File: src/rtl/uart_tx.sv
// 8N1 serial transmitter fed by the MMIO byte register; a toggle on bit 8 marks each write.
// Bytes are buffered in a small circular FIFO and shifted out LSB first on tx.
`timescale 1ns/1ps
module uart_tx #(
    parameter int unsigned CLKS_PER_BIT = 868,
    parameter int unsigned FIFO_DEPTH   = 4
) (
    input  logic       clk,
    input  logic       rst,
    input  logic [8:0] uart_tx_data,
    output logic       uart_tx_sending,
    output logic       uart_tx_full,
    output logic       uart_tx_overflow,
    output logic       tx
);

    localparam int unsigned PTR_W  = (FIFO_DEPTH > 1) ? $clog2(FIFO_DEPTH) : 1;
    localparam int unsigned CNT_W  = PTR_W + 1;
    localparam int unsigned BAUD_W = (CLKS_PER_BIT > 1) ? $clog2(CLKS_PER_BIT) : 1;

    localparam logic [BAUD_W-1:0] BAUD_LAST = BAUD_W'(CLKS_PER_BIT - 1);
    localparam logic [CNT_W-1:0]  DEPTH     = CNT_W'(FIFO_DEPTH);

    typedef enum logic [1:0] {
        IDLE,
        START,
        DATA,
        STOP
    } state_t;

    logic [7:0]        mem [FIFO_DEPTH];
    logic [PTR_W-1:0]  rd_ptr;
    logic [PTR_W-1:0]  wr_ptr;
    logic [CNT_W-1:0]  count;
    logic              prev_toggle;
    logic              overflow;

    state_t            state;
    logic [BAUD_W-1:0] baud_cnt;
    logic [2:0]        bit_idx;
    logic [7:0]        shift;

    logic              baud_done;
    logic              new_byte;
    logic              pop;
    logic              push;
    logic              drop;

    // A pop frees a slot in the same cycle, so a write arriving at full is still taken then.
    always_comb begin
        baud_done = (baud_cnt == BAUD_LAST);
        new_byte  = (uart_tx_data[8] != prev_toggle);
        pop       = (count != '0) && ((state == IDLE) || ((state == STOP) && baud_done));
        push      = new_byte && ((count != DEPTH) || pop);
        drop      = new_byte && !push;
    end

    always_ff @(posedge clk) begin
        if (push) begin
            mem[wr_ptr] <= uart_tx_data[7:0];
        end
    end

    always_ff @(posedge clk) begin
        if (rst) begin
            prev_toggle <= uart_tx_data[8];
            rd_ptr      <= '0;
            wr_ptr      <= '0;
            count       <= '0;
            overflow    <= 1'b0;
        end else begin
            prev_toggle <= uart_tx_data[8];
            if (push) begin
                wr_ptr <= wr_ptr + PTR_W'(1);
            end
            if (pop) begin
                rd_ptr <= rd_ptr + PTR_W'(1);
            end
            if (push && !pop) begin
                count <= count + CNT_W'(1);
            end else if (pop && !push) begin
                count <= count - CNT_W'(1);
            end
            if (drop) begin
                overflow <= 1'b1;
            end
        end
    end

    // tx is registered from the current state, so the line follows the FSM by one cycle.
    always_ff @(posedge clk) begin
        if (rst) begin
            state    <= IDLE;
            baud_cnt <= '0;
            bit_idx  <= '0;
            shift    <= '0;
            tx       <= 1'b1;
        end else begin
            case (state)
                START:   tx <= 1'b0;
                DATA:    tx <= shift[0];
                default: tx <= 1'b1;
            endcase

            case (state)
                IDLE: begin
                    baud_cnt <= '0;
                    if (pop) begin
                        shift <= mem[rd_ptr];
                        state <= START;
                    end
                end
                START: begin
                    if (baud_done) begin
                        baud_cnt <= '0;
                        bit_idx  <= '0;
                        state    <= DATA;
                    end else begin
                        baud_cnt <= baud_cnt + BAUD_W'(1);
                    end
                end
                DATA: begin
                    if (baud_done) begin
                        baud_cnt <= '0;
                        shift    <= {1'b0, shift[7:1]};
                        bit_idx  <= bit_idx + 3'd1;
                        if (bit_idx == 3'd7) begin
                            state <= STOP;
                        end
                    end else begin
                        baud_cnt <= baud_cnt + BAUD_W'(1);
                    end
                end
                STOP: begin
                    if (baud_done) begin
                        baud_cnt <= '0;
                        if (pop) begin
                            shift <= mem[rd_ptr];
                            state <= START;
                        end else begin
                            state <= IDLE;
                        end
                    end else begin
                        baud_cnt <= baud_cnt + BAUD_W'(1);
                    end
                end
                default: state <= IDLE;
            endcase
        end
    end

    assign uart_tx_full     = (count == DEPTH);
    assign uart_tx_sending  = (count != '0) || (state != IDLE);
    assign uart_tx_overflow = overflow;

endmodule

File: config.mk
export PLATFORM = sky130hd
export DESIGN_NAME = uart_tx
export DESIGN_NICKNAME = d
export VERILOG_FILES = /design/src/rtl/uart_tx.sv
export SDC_FILE = /design/constraint.sdc
export NUM_CORES = 1
export LEC_CHECK = 0
export CAP_MARGIN = 40
export CORE_MARGIN = 2
export CORE_UTILIZATION = 50
export CTS_CLUSTER_DIAMETER = 120
export DETAILED_ROUTE_END_ITERATION = 10
export PLACE_DENSITY = 0.68
export SETUP_SLACK_MARGIN = 0.4
export SLEW_MARGIN = 20
export SYNTH_ARGS = -nofsm -noshare
export SYNTH_HDL_FRONTEND = slang
export SYNTH_SLANG_ARGS = --single-unit
export TNS_END_PERCENT = 1
File: constraint.sdc
create_clock -name clk -period 7.7 [get_ports clk]
set_clock_uncertainty 0.15 [all_clocks]
set_input_delay 0.77 -clock clk [delete_from_list [all_inputs] [get_ports clk]]
set_output_delay 0.77 -clock clk [all_outputs]
set_load 0.01 [all_outputs]
Word level (Yosys, flattened, before mapping) --
Memories as Yosys holds them, arrays and structs flattened. A register that Yosys moved wholly into a read port is not among the register bits. Cells that the tools add are included.
Word-level totals: memory bits (read-only) 0, flip-flop bits (word level) 33, memories 1, output and inout port bits 4, input bits 11, RAM bits 32, logic and storage cells 74, latch bits 0
Operators by class: add/subtract/negate cells 6, $mul 0, mux-type cells 23, divide/modulo/power cells 0, eq/ne operators 13, reductions and logical operators 21, bitwise operators 0, order comparisons 0, shifts and indexed selects 0
Memories:
- mem | depth 4, bits a word 8, read ports 1, clocked after Yosys merged registers in 1, wr ports 1, line 31 | logic [7:0] mem [FIFO_DEPTH];
Operators with widths (number):
- 8-bit 2-to-1 mux | 3
- 8-bit case mux with 3 select lines | 1
- 10-bit case mux with 2 select lines | 1
- 2-bit 2-to-1 mux | 7
- 3-bit 2-to-1 mux | 4
- 10-bit by 1-bit adder with 10-bit output (second input constant) | 1
- 10-bit == test (second input constant) | 1
- 10-bit 2-to-1 mux | 1
- 2-bit != test (second input constant) | 5
- 2-bit case mux with 4 select lines | 1
- 3-bit by 1-bit adder with 3-bit output (second input constant) | 2
- 3-bit == test (second input constant) | 2
- 1-bit logical AND | 6
- 3-bit case mux with 2 select lines | 1
- 3-bit AND reduction | 2
- 2-bit nonzero test | 3
- 3-bit nonzero test | 2
- 5-bit AND reduction | 1
- 2-bit by 1-bit adder with 2-bit output (second input constant) | 2
- 2-bit == test (second input constant) | 2
- 1-bit logical OR | 3
- 1-bit 2-to-1 mux | 3
- 3-bit != test (second input constant) | 1
- 3-bit OR reduction | 1
- other kinds (6) | 7

Depth between registers and ports, before layout --
Gate-level depths: netlist (run 1).
depth after elaboration 10, mapped depth 11, depth with buffers taken out 11

Worst setup path after synthesis (run 1) --
Ideal clock, no wire load.
path type register to register, start register baud_cnt[0], end register count[2], stages on the path, launching flop included 11, library setup time 0.070 ns, data required time 7.480 ns, clock period less this slack 2.692 ns, data arrival time 2.472 ns, path buffers 0, path slack 5.008 ns, cells stage by stage dfxtp_1 ha_1 nor3b_2 nand4_1 a21boi_2 ha_1 inv_1 fa_1 xor2_1 or3_1 a21oi_1
On the way: cells in the longest elaborated chain, start to end 9, elaborated cells between the ends (all ways) 12, those cells by class 1 x eq/ne; 1 x mux; 10 x reduce/logical
Ends and longest elaborated chain:
- from (decl) | line 39 | logic [BAUD_W-1:0] baud_cnt;
- from (signal assigned) | line 119 | baud_cnt <= baud_cnt + BAUD_W'(1);
- from (signal assigned) | line 131 | baud_cnt <= baud_cnt + BAUD_W'(1);
- from (signal assigned) | line 144 | baud_cnt <= baud_cnt + BAUD_W'(1);
- 10-bit == test (*) | line 51 | baud_done = (baud_cnt == BAUD_LAST);
- 1-bit logical AND (*) | line 53 | pop = (count != '0) && ((state == IDLE) || ((state == STOP) && baud_done));
- 1-bit logical OR (*) | line 53
- 1-bit logical AND (*) | line 53
- 1-bit logical OR (*) | line 54 | push = new_byte && ((count != DEPTH) || pop);
- 1-bit logical AND (*) | line 54
- net push | line 46 | logic push;
- 1-bit logical NOT | line 81 | end else if (pop && !push) begin
- 1-bit logical AND | line 81
- 2-bit nonzero test (no line)
- to (signal assigned) | line 80 | count <= count + CNT_W'(1);
- to (signal assigned) | line 82 | count <= count - CNT_W'(1);
- to (decl) | line 34 | logic [CNT_W-1:0] count;
Mark *: on every way through the listed nets, which the timed path passes. The rest lies on a longest branch. A chain may end at the register's enable or synchronous reset.

Worst setup path in the final report (run 1) --
Ends and elaborated chain as after synthesis.

==> run_results.csv, run 1 <==
group,metric,value,unit
status,outcome,"completed",
die,area_enclosed_by_the_die_boundary,0.00672,sq mm
power,switching_share,0.327,
final_layout,finalNetCount,290,
synthesis,ys_async_sr_fraction,0,
run,maxCapViolations,0,
clock_network,htree_num_levels,3,
final_layout,layout.cells.most_common,"dfxtp_1",
power,power_density,329,mW/mm^2
die,io_pins,15,
critical_path,critPathKind,"reg2reg",
clock_network,ctsLongestPathBuffers,2,
synthesis,most_common_flop_cell_mapped_by_yosys,"dfxtp_1",
critical_path,timing.critical_path.max_delay_family,"simple AND/OR/NAND/NOR gates",
route,drt_first_iter_violations,122,
final_layout,final_layout_size_suffix_gt1_frac,0.145,
critical_path,crit_chain,"ha_1 > nor3b_2 > nand4_1 > a21boi_2 > ha_1 > inv_1 > fa_1 > xor2_1 > or3_1 > a21oi_1",
route,detailed_route_drc_error_count,0,
critical_path,worst_path_max_delay_cell,"dfxtp_1",
clock_network,post-cts-setup-buffers,0,
synthesis,postSynthAreaPerCell,12.3,sq um
synthesis,cell_variety_after_synth,44,
route,avgRoutedWirePerCell,14.0,um
critical_path,worstPathBufferInverterCount,1,
timing,report.final.slew_viol_count,0,
route,route.vias.total,1839,
clock_network,cts_buffer_count,9,
power,total_leakage_power,1.23,nW
die,fp.dieH,82.0,um
grt,grt_antenna_before_repair,0,
die,die_width,82.0,um
synthesis,synth_edf_count,32,
timing,fmax,327,MHz
synthesis,yosysSeqAreaShare,0.547,
synthesis,syn_area,0.00304,sq mm
grt,grt_max_degree,19,
power,cellInternalPower,0.763,mW
clock_network,clock-sinks,67,
timing,post-route-min-period,3.05,ns
critical_path,r2r_slack,4.65,ns
grt,overflow,0,
synthesis,post_synth_top_area_cell,"edfxtp_1",
die,initial_core_util,0.517,
min_path,class_of_the_tightest_hold_or_removal_check,"reg2reg",
critical_path,critPathLaunchType,"flop",
route,post_drt_via_cell_ratio,5.35,
timing,fin_setup_tns,0,ns
synthesis,synth-warning-count,0,
clock_network,post_cts_hold_buffer_count,0,
critical_path,cp.arrival,3.16,ns
timing,hold-worst-slack,0.311,ns
clock_network,cts_tree,"done",
power,ir_drop,183,uV
synthesis,yosys.area_share.xor_xnor,0.0317,
final_layout,layout-area-overhead-vs-synth,13.3,%
route,antenna_left,0,
clock_network,cts_root_buffer,"clkbuf_8",
die,rows,28,
power,power.share.clock,0.264,
synthesis,synth_top_area_frac,0.316,
timing,final.period_utilization,0.397,
critical_path,worst_path_most_repeated_cell,"ha_1",
placement,detailed_place_hpwl,3370,um
synthesis,complex_gate_fraction_of_the_synthesized_area,0.0695,
timing,hold_violations,0,
critical_path,cp_data_required_time,7.81,ns
critical_path,endpoint_kind,"flop",
critical_path,worst_path_largest_cell_delay,0.38,ns
synthesis,syn_nets,273,
grt,grt_pass1_vias,1700,
timing,finalSetupViolations,0,
placement,io_buffer_count,14,
power,p_sw,0.370,mW
final_layout,layout.cells.most_common_list,"dfxtp_1, edfxtp_1, nand2_1, nor2_1",
clock_network,cts.repair.resized,0,
timing,grt_setup_unrepaired,"false",
timing,headroom_to_the_max_slew_limit,0.591,
route,detail_route.wirelength,4820,um
clock_network,worst_skew_pair.late_latency,0.34,ns
synthesis,post_synth_fa_ha_maj_area_fraction,0.0642,
critical_path,crit_path_max_fanout,7,
grt,groute.usage.overall,0.162,
grt,grt_pass1_wl,7890,um
synthesis,yosys.area_share.simple,0.144,
die,placeableCoreArea,0.00589,sq mm
final_layout,antenna-diode-count,0,
timing,tightest_slew,0.611,ns
synthesis,yosys-top-cells-area,"edfxtp_1, dfxtp_1, mux4_2",
synthesis,synth.ff_latch_count,67,
synthesis,yosys-mux-area-fraction,0.119,
clock_network,cts.reportedPaths.clkPinSlew,0.08,ns
power,comb_power_share,0.323,
synthesis,synth_top_family_by_area,"simple AND/OR/NAND/NOR gates",
synthesis,synth_cells,247,
power,seq_power_share,0.413,
route,firstDrtPassIters,4,
placement,globalplace.congestion,0.817,
worst min-delay path, stage by stage, from the launching register on:
cell and delay, ns:
dfxtp_1 0.31, nand2_1 0.05, mux2i_1 0.05
stage by stage:
| stage | instance area [sq um] | worst slack, ns | std cells | util | power, mW |
|---|---|---|---|---|---|
| after CTS | 3450 | 4.64 | 344 | 0.585 | 1.15 |
| after global routing | 3450 | 4.45 | 344 | 0.585 | 1.21 |
| after global placement | 3240 | 4.49 | 328 | 0.551 | 0.843 |
| after floorplan | 3040 | 5.01 | 247 | - | 0.764 |
| final | 3450 | 4.65 | 344 | 0.585 | 1.13 |
| after detailed placement | 3240 | 4.41 | 328 | 0.551 | 0.847 |
sequential cells by signal (all words and copies together), names as in the netlist, named ones only:
register	cells
state	2
shift	8
bit_idx	3
baud_cnt	10
count	3
prev_toggle	1
wr_ptr	2
mem	32
tx	1
rd_ptr	2
uart_tx_overflow	1
logic make-up after synthesis:
family,Yosys count
multiplexers,25
adder cells (fa/ha/maj),15
AO/OA/AOI/OAI,28
buffers and inverters,20
flip-flops,67
XOR/XNOR,11
AND/OR/NAND/NOR,81
cells in the mapped netlist (7+ instances only):
cell       n
dfxtp_1   35
edfxtp_1  32
nand2_1   24
nor2_1    20
ha_1      14
inv_1     11
a21oi_1    9
mux2i_1    9
mux4_2     8
nand3_1    8
o21ai_0    8
mux2_2     7
layout make-up:
class,count,area (sq um)
clock buffers,9,124
multi-input cells,160,1300
inverters,12,45.0
clock inverters,7,81.3
fillers,477,2440
repair buffers,14,140
flip-flops and latches,67,1660
well taps,75,93.8
power by group through the flow:
| stage | Combinational (mW) | Sequential, mW | Clock, mW |
|---|---|---|---|
| 2_1_floorplan | 0.305 | 0.459 | 0 |
| 3_3_place_gp | 0.367 | 0.476 | 0 |
| 3_5_place_dp | 0.370 | 0.478 | 0 |
| 4_1_cts | 0.372 | 0.469 | 0.309 |
| 5_1_grt | 0.407 | 0.477 | 0.323 |
| 6_report | 0.366 | 0.468 | 0.299 |
final timing paths:
check	depth (start not counted)	end	from
setup / recovery	10	count[2]	baud_cnt[0]
setup reg to reg	10	count[2]	baud_cnt[0]
hold / removal	2	shift[6]	shift[6]
hold reg to reg	2	shift[6]	shift[6]
metal layers:
metal | GRT usage | wire (um) | vias to the layer above
li1 | - | - | 931
met1 | 0.219 | 2370 | 878
met2 | 0.235 | 2240 | 20
met3 | 0.0484 | 117 | 10
met4 | 0.0817 | 94 | 0
met5 | 0 | 0 | -
Note: power is estimated with default switching activity, not from simulation.
==> run 2: changes to the inputs <==
--- a/config.mk
+++ b/config.mk
@@ -10,7 +10,7 @@
 export CORE_UTILIZATION = 50
 export CTS_CLUSTER_DIAMETER = 120
 export DETAILED_ROUTE_END_ITERATION = 10
-export PLACE_DENSITY = 0.68
+export PLACE_DENSITY = 0.71
 export SETUP_SLACK_MARGIN = 0.4
 export SLEW_MARGIN = 20
 export SYNTH_ARGS = -nofsm -noshare
==> constraint.sdc (replaced) <==
create_clock -name clk -period 2.45 [get_ports clk]
set_clock_uncertainty 0.15 [all_clocks]
set_input_delay 0.245 -clock clk [delete_from_list [all_inputs] [get_ports clk]]
set_output_delay 0.245 -clock clk [all_outputs]
set_load 0.01 [all_outputs]
==> run_results.csv, run 2 (synthesized netlist as in run 1, its figures left out) <==
group,metric,value,unit
route,antenna_left,0,
timing,grt_setup_unrepaired,"true",
timing,fmax,409,MHz
grt,grt_pass1_vias,1879,
grt,grt_antenna_before_repair,0,
grt,grt_max_degree,19,
power,switching_share,0.326,
final_layout,finalNetCount,318,
clock_network,cts.reportedPaths.clkPinSlew,0.08,ns
power,total_leakage_power,1.38,nW
power,power.share.clock,0.246,
die,die_width,82.0,um
route,firstDrtPassIters,4,
final_layout,largest_reg_flops,32,
clock_network,cts_buffer_count,9,
die,rows,28,
clock_network,worst_skew_pair.late_latency,0.33,ns
grt,overflow,0,
timing,hold-worst-slack,0.252,ns
critical_path,crit_path_max_fanout,3,
placement,detailed_place_hpwl,3890,um
clock_network,cts_tree,"done",
power,p_sw,1.24,mW
clock_network,ctsLongestPathBuffers,2,
critical_path,critPathKind,"reg2reg",
min_path,class_of_the_tightest_hold_or_removal_check,"in2reg",
final_layout,max_flop_register,"mem",
critical_path,endpoint_kind,"flop",
timing,final.period_utilization,0.998,
critical_path,critPathLaunchType,"flop",
final_layout,multi_input_comb_area,0.00136,sq mm
die,area_enclosed_by_the_die_boundary,0.00672,sq mm
timing,headroom_to_the_max_slew_limit,0.609,
final_layout,layout.cells.most_common,"dfxtp_1",
run,maxCapViolations,0,
placement,io_buffer_count,14,
power,cellInternalPower,2.57,mW
grt,grt_pass1_wl,8760,um
status,outcome,"completed",
final_layout,layout-area-overhead-vs-synth,22.4,%
critical_path,cp_data_required_time,2.57,ns
critical_path,cp.arrival,2.57,ns
route,post_drt_via_cell_ratio,5.20,
power,seq_power_share,0.375,
route,drt_first_iter_violations,107,
final_layout,final_layout_size_suffix_gt1_frac,0.286,
clock_network,cts_root_buffer,"clkbuf_8",
route,route.vias.total,1935,
final_layout,seq_area,0.00166,sq mm
clock_network,clock-sinks,67,
power,power_density,1030,mW/mm^2
route,avgRoutedWirePerCell,14.6,um
timing,finalSetupViolations,0,
die,initial_core_util,0.517,
power,ir_drop,723,uV
die,fp.dieH,82.0,um
timing,report.final.slew_viol_count,0,
final_layout,top_flop_regs,"mem x32, baud_cnt x10, shift x8",
grt,groute.usage.overall,0.177,
timing,post-route-min-period,2.44,ns
final_layout,layout.cells.most_common_list,"dfxtp_1, edfxtp_1, buf_4, nand2_1, nor2_1",
placement,globalplace.congestion,0.798,
final_layout,fillers,461,
timing,hold_violations,0,
final_layout,antenna-diode-count,0,
die,io_pins,15,
route,detail_route.wirelength,5440,um
power,comb_power_share,0.379,
timing,tightest_slew,0.585,ns
final_layout,final_core_util,0.632,
route,detailed_route_drc_error_count,0,
die,placeableCoreArea,0.00589,sq mm
clock_network,htree_num_levels,3,
run 2: cell count changes in the layout (fill, tap and decap cells not counted), moves of 2 or more:
cell	delta
and2_4	+4
dfxtp_1	-2
ha_2	+3
buf_4	+28
and2_1	-4
dfxtp_2	+2
inv_1	-2
ha_1	-4
inv_2	+2
run 2: worst paths after layout:
path / from / to / slack (ns) / cells past startpoint
setup reg to reg: baud_cnt[0] / count[2] / 0.005 / 10
hold reg to reg: shift[0] / shift[0] / 0.31 / 2
setup / recovery: baud_cnt[0] / count[2] / 0.005 / 10
hold / removal: uart_tx_data[8] / prev_toggle / 0.25 / 1
run 2: critical path: stages, from the launching register on:
cell,delay (ns)
dfxtp_2,0.36
ha_4,0.13
nor3b_4,0.24
nand4_1,0.18
a21boi_2,0.18
ha_2,0.20
inv_2,0.04
fa_2,0.32
xor2_1,0.17
or3_1,0.31
a21oi_1,0.11
run 2: repair_timing:
| item | in CTS | in global routing |
|---|---|---|
| gates cloned | 0 | 0 |
| hold buffers | 0 | 0 |
| buffers inserted | 3 | 0 |
| pin swaps | 8 | 7 |
| endpoints found under the setup margin | 44 | 57 |
| gates resized for setup | 7 | 11 |
| hold endpoints to repair | 0 | 0 |
run 2: per-stage QoR:
step	TNS, ns	area (sq um)	setup slack [ns]	total power [mW]	instances
after global placement	-0.0116	3450	-0.0116	2.84	353
after detailed placement	-0.0653	3450	-0.0653	2.86	353
after CTS	-0.0223	3690	-0.0223	3.82	372
after global routing	-0.146	3720	-0.146	4.07	372
after floorplan	-0.0594	3070	-0.0594	2.41	247
final	0	3720	0.00526	3.82	372
run 2: routing by layer:
metal	track usage	part of all wire
met4	0.0783	0.0061
met3	0.0407	0.024
met1	0.233	0.48
met2	0.281	0.49
met5	0	0
run 2: area by class of cell:
cell class,instances,share of cell area
timing repair buffer,42,0.0938
sequential,67,0.447
tap,75,0.0252
multi-input combinational,160,0.367
inverter,12,0.0121
clock inverter,7,0.0219
clock buffer,9,0.0333
run 2: power by group through the flow:
stage	clock network [mW]	logic (mW)	registers (mW)
finish	0.941	1.45	1.43
global route	1.01	1.61	1.45
CTS	0.966	1.42	1.43
detailed placement	0	1.41	1.45
global placement	0	1.39	1.45
floorplan	0	0.966	1.45
==> run 3: changes to the inputs <==
--- a/config.mk
+++ b/config.mk
@@ -12,7 +12,6 @@
 export DETAILED_ROUTE_END_ITERATION = 10
 export PLACE_DENSITY = 0.71
 export SETUP_SLACK_MARGIN = 0.4
-export SLEW_MARGIN = 20
 export SYNTH_ARGS = -nofsm -noshare
 export SYNTH_HDL_FRONTEND = slang
 export SYNTH_SLANG_ARGS = --single-unit
==> results of run 3 <==
The final DEF is identical to that of run 2; final timing and power are the same.
